$ cat config.mk
export PLATFORM = sky130hd
export DESIGN_NAME = sys_ctrl_tx_framer
export DESIGN_NICKNAME = d
export VERILOG_FILES = /design/src/rtl/sys_ctrl_pkg.sv /design/src/rtl/sys_ctrl_resp_fifo.sv /design/src/rtl/sys_ctrl_tx_framer.sv
export SDC_FILE = /design/constraint.sdc
export NUM_CORES = 1
export LEC_CHECK = 0
export CELL_PAD_IN_SITES_DETAIL_PLACEMENT = 1
export CELL_PAD_IN_SITES_GLOBAL_PLACEMENT = 1
export CORE_UTILIZATION = 35
export DETAILED_ROUTE_END_ITERATION = 10
export PLACE_DENSITY = 0.66
export SLEW_MARGIN = 20
export SYNTH_ARGS = -nofsm -noshare
export SYNTH_HDL_FRONTEND = slang
export SYNTH_SLANG_ARGS = --single-unit
$ cat constraint.sdc
create_clock -name CLK -period 6.9 [get_ports CLK]
set_input_delay 0.69 -clock CLK [delete_from_list [all_inputs] [get_ports CLK]]
set_output_delay 0.69 -clock CLK [all_outputs]
set_load 0.02 [all_outputs]
$ cat src/rtl/sys_ctrl_pkg.sv
// Shared encodings for the system-controller send path: FSM states,
// response type codes and default frame headers.
package sys_ctrl_pkg;

  typedef enum logic [2:0] {
    ST_IDLE    = 3'd0,
    ST_LOAD    = 3'd1,
    ST_PRESENT = 3'd2,
    ST_DRAIN   = 3'd3,
    ST_DONE    = 3'd4
  } state_t;

  typedef enum logic {
    RESP_RD  = 1'b0,
    RESP_ALU = 1'b1
  } resp_t;

  localparam logic [7:0] HDR_RD_DEF  = 8'hA5;
  localparam logic [7:0] HDR_ALU_DEF = 8'h5A;

endpackage

$ cat src/rtl/sys_ctrl_resp_fifo.sv
// Response queue: dual push (read entry ordered before ALU entry), single pop.
// A pop in the same cycle frees its slot before the pushes are judged.
module sys_ctrl_resp_fifo #(
  parameter int W     = 17,
  parameter int DEPTH = 2
) (
  input  logic         CLK,
  input  logic         RST,
  input  logic         push_rd,
  input  logic [W-1:0] rd_entry,
  input  logic         push_alu,
  input  logic [W-1:0] alu_entry,
  input  logic         pop,
  output logic [W-1:0] head,
  output logic         empty,
  output logic         drop
);

  localparam int PW = $clog2(DEPTH);
  localparam int CW = PW + 1;

  logic [W-1:0]  mem [DEPTH];
  logic [PW-1:0] wr_ptr, rd_ptr;
  logic [CW-1:0] count, free;
  logic          pop_ok, rd_ok, alu_ok;

  always_comb begin
    pop_ok = pop && (count != '0);
    free   = CW'(DEPTH) - count + CW'(pop_ok);
    rd_ok  = push_rd && (free != '0);
    alu_ok = push_alu && (free > CW'(rd_ok));
  end

  assign empty = (count == '0);
  assign drop  = (push_rd && !rd_ok) || (push_alu && !alu_ok);
  assign head  = mem[rd_ptr];

  always_ff @(posedge CLK or posedge RST) begin
    if (RST) begin
      wr_ptr <= '0;
      rd_ptr <= '0;
      count  <= '0;
    end else begin
      wr_ptr <= wr_ptr + PW'(rd_ok) + PW'(alu_ok);
      rd_ptr <= rd_ptr + PW'(pop_ok);
      count  <= count + CW'(rd_ok) + CW'(alu_ok) - CW'(pop_ok);
    end
  end

  always_ff @(posedge CLK) begin
    if (rd_ok)  mem[wr_ptr]                <= rd_entry;
    if (alu_ok) mem[wr_ptr + PW'(rd_ok)]   <= alu_entry;
  end

endmodule

$ cat src/rtl/sys_ctrl_tx_framer.sv
// Queues register-read and ALU responses and serialises them byte-by-byte to
// the UART TX using a Busy rising-edge handshake, with optional header/XOR framing.
module sys_ctrl_tx_framer
  import sys_ctrl_pkg::*;
#(
  parameter int                    DATA_WIDTH = 8,
  parameter int                    ALU_BYTES  = 2,
  parameter int                    RESP_DEPTH = 2,
  parameter logic [DATA_WIDTH-1:0] HDR_RD     = HDR_RD_DEF,
  parameter logic [DATA_WIDTH-1:0] HDR_ALU    = HDR_ALU_DEF
) (
  input  logic                            CLK,
  input  logic                            RST,
  input  logic [DATA_WIDTH*ALU_BYTES-1:0] ALU_OUT,
  input  logic                            OUT_Valid,
  input  logic [DATA_WIDTH-1:0]           RdData,
  input  logic                            RdData_Valid,
  input  logic                            FRAME_EN,
  input  logic                            Busy,
  output logic [DATA_WIDTH-1:0]           TX_P_DATA,
  output logic                            TX_D_VLD,
  output logic                            alu_out_done,
  output logic                            rd_done,
  output logic                            resp_drop
);

  localparam int PL_W = DATA_WIDTH * ALU_BYTES;
  localparam int IW   = $clog2(ALU_BYTES + 2);

  state_t                state, state_nxt;
  resp_t                 cur_type, type_nxt;
  logic [PL_W-1:0]       cur_pl, pl_nxt;
  logic                  cur_frm, frm_nxt;
  logic [IW-1:0]         idx, idx_nxt;
  logic [DATA_WIDTH-1:0] csum, csum_nxt, cur_byte;
  logic [PL_W:0]         head;
  logic                  busy_q, busy_rise, pop, fifo_empty, fifo_drop, last;

  function automatic int frame_len(resp_t t, logic f);
    return ((t == RESP_ALU) ? ALU_BYTES : 1) + (f ? 2 : 0);
  endfunction

  function automatic logic is_payload(resp_t t, logic f, logic [IW-1:0] i);
    if (!f) return 1'b1;
    return (int'(i) >= 1) && (int'(i) <= frame_len(t, f) - 2);
  endfunction

  function automatic logic [DATA_WIDTH-1:0] byte_at(resp_t t, logic f, logic [IW-1:0] i,
                                                    logic [PL_W-1:0] pl,
                                                    logic [DATA_WIDTH-1:0] c);
    int              k;
    logic [PL_W-1:0] sh;
    if (f && (i == '0)) return (t == RESP_ALU) ? HDR_ALU : HDR_RD;
    if (f && (int'(i) == frame_len(t, f) - 1)) return c;
    k  = f ? int'(i) - 1 : int'(i);
    sh = pl >> (k * DATA_WIDTH);
    return sh[DATA_WIDTH-1:0];
  endfunction

  sys_ctrl_resp_fifo #(
    .W     (PL_W + 1),
    .DEPTH (RESP_DEPTH)
  ) u_fifo (
    .CLK       (CLK),
    .RST       (RST),
    .push_rd   (RdData_Valid),
    .rd_entry  ({RESP_RD, PL_W'(RdData)}),
    .push_alu  (OUT_Valid),
    .alu_entry ({RESP_ALU, ALU_OUT}),
    .pop       (pop),
    .head      (head),
    .empty     (fifo_empty),
    .drop      (fifo_drop)
  );

  assign busy_rise = Busy && !busy_q;
  assign cur_byte  = byte_at(cur_type, cur_frm, idx, cur_pl, csum);
  assign last      = (int'(idx) == frame_len(cur_type, cur_frm) - 1);

  always_comb begin
    state_nxt = state;
    type_nxt  = cur_type;
    pl_nxt    = cur_pl;
    frm_nxt   = cur_frm;
    idx_nxt   = idx;
    csum_nxt  = csum;
    pop       = 1'b0;
    case (state)
      ST_IDLE: if (!fifo_empty) state_nxt = ST_LOAD;
      ST_LOAD: begin
        pop       = 1'b1;
        type_nxt  = resp_t'(head[PL_W]);
        pl_nxt    = head[PL_W-1:0];
        frm_nxt   = FRAME_EN;
        idx_nxt   = '0;
        csum_nxt  = '0;
        state_nxt = ST_PRESENT;
      end
      ST_PRESENT: begin
        // Only a fresh 0->1 transition counts; a Busy held high is ignored.
        if (busy_rise) begin
          if (is_payload(cur_type, cur_frm, idx)) csum_nxt = csum ^ cur_byte;
          state_nxt = ST_DRAIN;
        end
      end
      ST_DRAIN: begin
        if (!Busy) begin
          if (last) begin
            state_nxt = ST_DONE;
          end else begin
            idx_nxt   = idx + IW'(1);
            state_nxt = ST_PRESENT;
          end
        end
      end
      ST_DONE: state_nxt = ST_IDLE;
      default: state_nxt = ST_IDLE;
    endcase
  end

  always_ff @(posedge CLK or posedge RST) begin
    if (RST) begin
      state        <= ST_IDLE;
      idx          <= '0;
      csum         <= '0;
      busy_q       <= 1'b0;
      TX_D_VLD     <= 1'b0;
      TX_P_DATA    <= '0;
      alu_out_done <= 1'b0;
      rd_done      <= 1'b0;
      resp_drop    <= 1'b0;
    end else begin
      state        <= state_nxt;
      idx          <= idx_nxt;
      csum         <= csum_nxt;
      busy_q       <= Busy;
      TX_D_VLD     <= (state_nxt == ST_PRESENT);
      // Output byte is computed from next-state values so it is ready the cycle PRESENT starts.
      TX_P_DATA    <= (state_nxt == ST_PRESENT) ?
                      byte_at(type_nxt, frm_nxt, idx_nxt, pl_nxt, csum_nxt) : '0;
      alu_out_done <= (state_nxt == ST_DONE) && (cur_type == RESP_ALU);
      rd_done      <= (state_nxt == ST_DONE) && (cur_type == RESP_RD);
      resp_drop    <= fifo_drop;
    end
  end

  always_ff @(posedge CLK) begin
    cur_type <= type_nxt;
    cur_pl   <= pl_nxt;
    cur_frm  <= frm_nxt;
  end

endmodule
==> reports/qor.txt <==
DRC errors left: 0
Leakage: 2.00 nW
Fraction of layout cells with a size suffix above 1: 0.0632
Setup TNS: 0 ns
Sw power: 1.14 mW
Core area: 12000 um^2
Max Slew Vio Count: 0
WL/cell: 16.7 um
Slowest-stage cell, CP: nor3b_2
Worst path required time: 6.88 ns
#FFs+latches synth: 82
Worst-path cell chain: nor3b_2 -> o21ai_0 -> ha_1 -> inv_1 -> o21ai_0 -> inv_1 -> ha_1 -> nor2_1 -> o21a_1 -> inv_1 -> fa_1 -> inv_1
Unrepaired setup endpoints after global routing: no
Initial DRC Count: 87
Via/cell ratio: 5.28
Reg2reg start: state[1]$_DFF_PP0_
HPWL Detailed: 7110 um
CTS tree: done
Syn Area/Cell: 10.6 um^2
PortBufs: 41
Netlist cell types: 53
Worst-margin pin slew: 1.03 ns
Cell Area, Synth: 4310 um^2
Syn_nets: 451
Hold endpoint: u_fifo.mem[0][16]$_SDFFE_PP1P_
Num ports: 42
WL final: 9860 um
H-tree Lvls: 3
Maxcap violations: 0
Overflow after GRT: 0
Total number of vias: 3114
CP max stage delay: 0.55 ns
Min-delay src: u_fifo.mem[0][16]$_SDFFE_PP1P_
Total CTS buffers: 9
FP Rows: 40
Post-CTS sizing: 0
Fin cells: 590
Drt pass-1 iters: 4
Die W: 113 um
Post-synth EDFFs: 32
Worst R2R End: u_fifo.mem[1][10]$_DFFE_PP_
Dominant synthesized flop cell: edfxtp_1
Period minus WS final: 4.54 ns
Die area: 12700 um^2
Endpoints failing setup: 0
Clock Latency Late Sink: 0.35 ns
Initial core utilization: 0.358
Peak supply drop: 0.190 mV
Nets: 484
First-pass GRT wire length: 16600 um
Clock buffer depth: 2
Total power: 2.75 mW
Most common library cells after synthesis: 40 x nand2_1, 34 x mux2i_1, 32 x edfxtp_1, 30 x dfrtp_1, 30 x o21ai_0
Critical path class: flip-flop to flip-flop
Fraction of registers with async set/reset: 0.366
Clock slew at reported path FFs: 0.06 ns
Power Density: 538 nW/um^2
Dominant cells by area after synthesis: edfxtp_1 22%, dfrtp_1 17%, dfxtp_1 9.3%
Final Cycle Share: 0.658
Area delta synth->final: 18.7%
Sequential power share: 0.336
YS warnings: 0
Largest net degree at the start of global routing: 44
Max Freq: 0.220 GHz
R2r setup slk: 2.36 ns
Sequential area share after synthesis: 0.491
Critical Path AT: 4.52 ns
CP max FO: 16
Crit path capture type: flip-flop
Cell with the most instances after synthesis: nand2_1
Worst Skew: 0.00788 ns
Worst Reg2Reg Path Length in Cells: 12
GPL Wtd Cong: 0.785
Max_slew headroom: 0.308
Clk sinks: 82
Initial antenna violation count: 0
Hold path cells: 1
Logic pwr share: 0.488
Die Y: 113 um
Internal Pwr Total: 1.60 mW
Post-route ant nets: 0
Post-synth top area cell: edfxtp_1
Syn Inst Count: 405
Hold Buf Count CTS: 0
Clock share of power: 0.176
Final hold vios: 0
Vias in the first global route: 3362
Placed cell count: 574
Hold Path Class: flip-flop to flip-flop
Most common cell on crit path: inv_1
Sw Ratio: 0.416
Synth top area share: 0.223
Fillers: 1320
CP startpoint kind: flip-flop
Status: complete, no violations
Total track usage: 0.168
Number of antenna diodes: 0
CP top delay family: adder cells
Setup bufs post-CTS: 0
Root buffer cell: clkbuf_16
CP Buf/Inv Count: 4
## how the worst max path moves through the flow
stage                  startpoint                          end  slack, ns  depth (start not counted)
2_1_floorplan  state[2]$_DFF_PP0_   u_fifo.mem[1][0]$_DFFE_PP_       3.11                         13
3_3_place_gp   state[1]$_DFF_PP0_  u_fifo.mem[1][14]$_DFFE_PP_       2.56                         12
3_5_place_dp   state[1]$_DFF_PP0_  u_fifo.mem[1][12]$_DFFE_PP_       2.33                         12
4_1_cts        state[1]$_DFF_PP0_  u_fifo.mem[1][15]$_DFFE_PP_       2.30                         12
5_1_grt        state[1]$_DFF_PP0_   u_fifo.mem[0][0]$_DFFE_PP_       1.98                         12
6_report       state[1]$_DFF_PP0_  u_fifo.mem[1][10]$_DFFE_PP_       2.36                         12
## power groups by stage
stage | Clock (mW) | Combinational, mW | Sequential [mW]
after floorplan | 0 | 1.05 | 0.871
after global placement | 0 | 1.31 | 0.927
after detailed placement | 0 | 1.35 | 0.938
after CTS | 0.496 | 1.36 | 0.929
after global routing | 0.517 | 1.50 | 0.954
final | 0.483 | 1.34 | 0.924
## flip-flops by register name, indices dropped and copies added, names as in the netlist
signal	flops
alu_out_done	1
TX_D_VLD	1
rd_done	1
cur_pl	16
state	3
cur_frm	1
u_fifo.rd_ptr	1
resp_drop	1
u_fifo.count	2
cur_type	1
busy_q	1
TX_P_DATA	8
csum	8
idx	2
u_fifo.wr_ptr	1
u_fifo.mem	34
## cell families (layout without fill, tap and decap cells)
kind of cell | count (synthesis) | in the layout | synth area share
flops | 82 | 82 | 0.491
fa+ha+maj | 16 | 16 | 0.0517
xor+xnor | 6 | 6 | 0.0140
compound gates | 89 | 89 | 0.147
simple gates | 134 | 134 | 0.172
mux | 35 | 35 | 0.0817
buf+inv | 43 | 81 | 0.0436
## layer usage
layer | vias to the layer above | share of wire | wire length, um | GRT usage
met5 | - | 0 | 0 | 0
met4 | 0 | 0.020 | 200 | 0.0702
met3 | 16 | 0.034 | 336 | 0.0380
met2 | 52 | 0.49 | 4800 | 0.292
met1 | 1503 | 0.46 | 4520 | 0.202
li1 | 1543 | - | - | -
## layout make-up
type                    count  area, um^2  area share
clock buffers              10         229      0.0448
clock inverters             6        66.3      0.0130
flip-flops and latches     82        2110       0.413
inverters                  21        78.8      0.0154
multi-input cells         280        2010       0.393
well taps                 147         184      0.0360
repair buffers             44         433      0.0847
## layout by cell type (no fill, tap or decap), drive strengths merged, types with 2 or more instances in the layout
master / n
clkdlybuf4s50: 41
nand2: 40
o21ai: 35
mux2i: 34
edfxtp: 32
dfrtp: 30
inv: 22
dfxtp: 20
and2: 18
nor2: 15
nor3: 13
ha: 13
o211ai: 10
clkbuf: 10
nor3b: 10
a211oi: 9
and3: 9
a22o: 8
or3: 8
o31ai: 8
nor4: 7
nor2b: 4
a21o: 4
xnor2: 4
a21oi: 3
nand2b: 3
nand3: 3
fa: 3
buf: 3
xor2: 2
a311o: 2
a31oi: 2
nand4: 2
clkinvlp: 2
clkinv: 2
## metrics by stage
| stage | hold slack, ns | area (um^2) | worst slack, ns | util |
|---|---|---|---|---|
| 2_1_floorplan | 0.426 | 4310 | 3.11 | - |
| 3_5_place_dp | 0.448 | 4810 | 2.33 | 0.401 |
| 6_report | 0.462 | 5110 | 2.36 | 0.425 |
| 4_1_cts | 0.463 | 5110 | 2.30 | 0.425 |
| 3_3_place_gp | 0.437 | 4810 | 2.56 | 0.401 |
| 5_1_grt | 0.469 | 5110 | 1.98 | 0.425 |
Note: power is estimated with default switching activity, not from simulation.
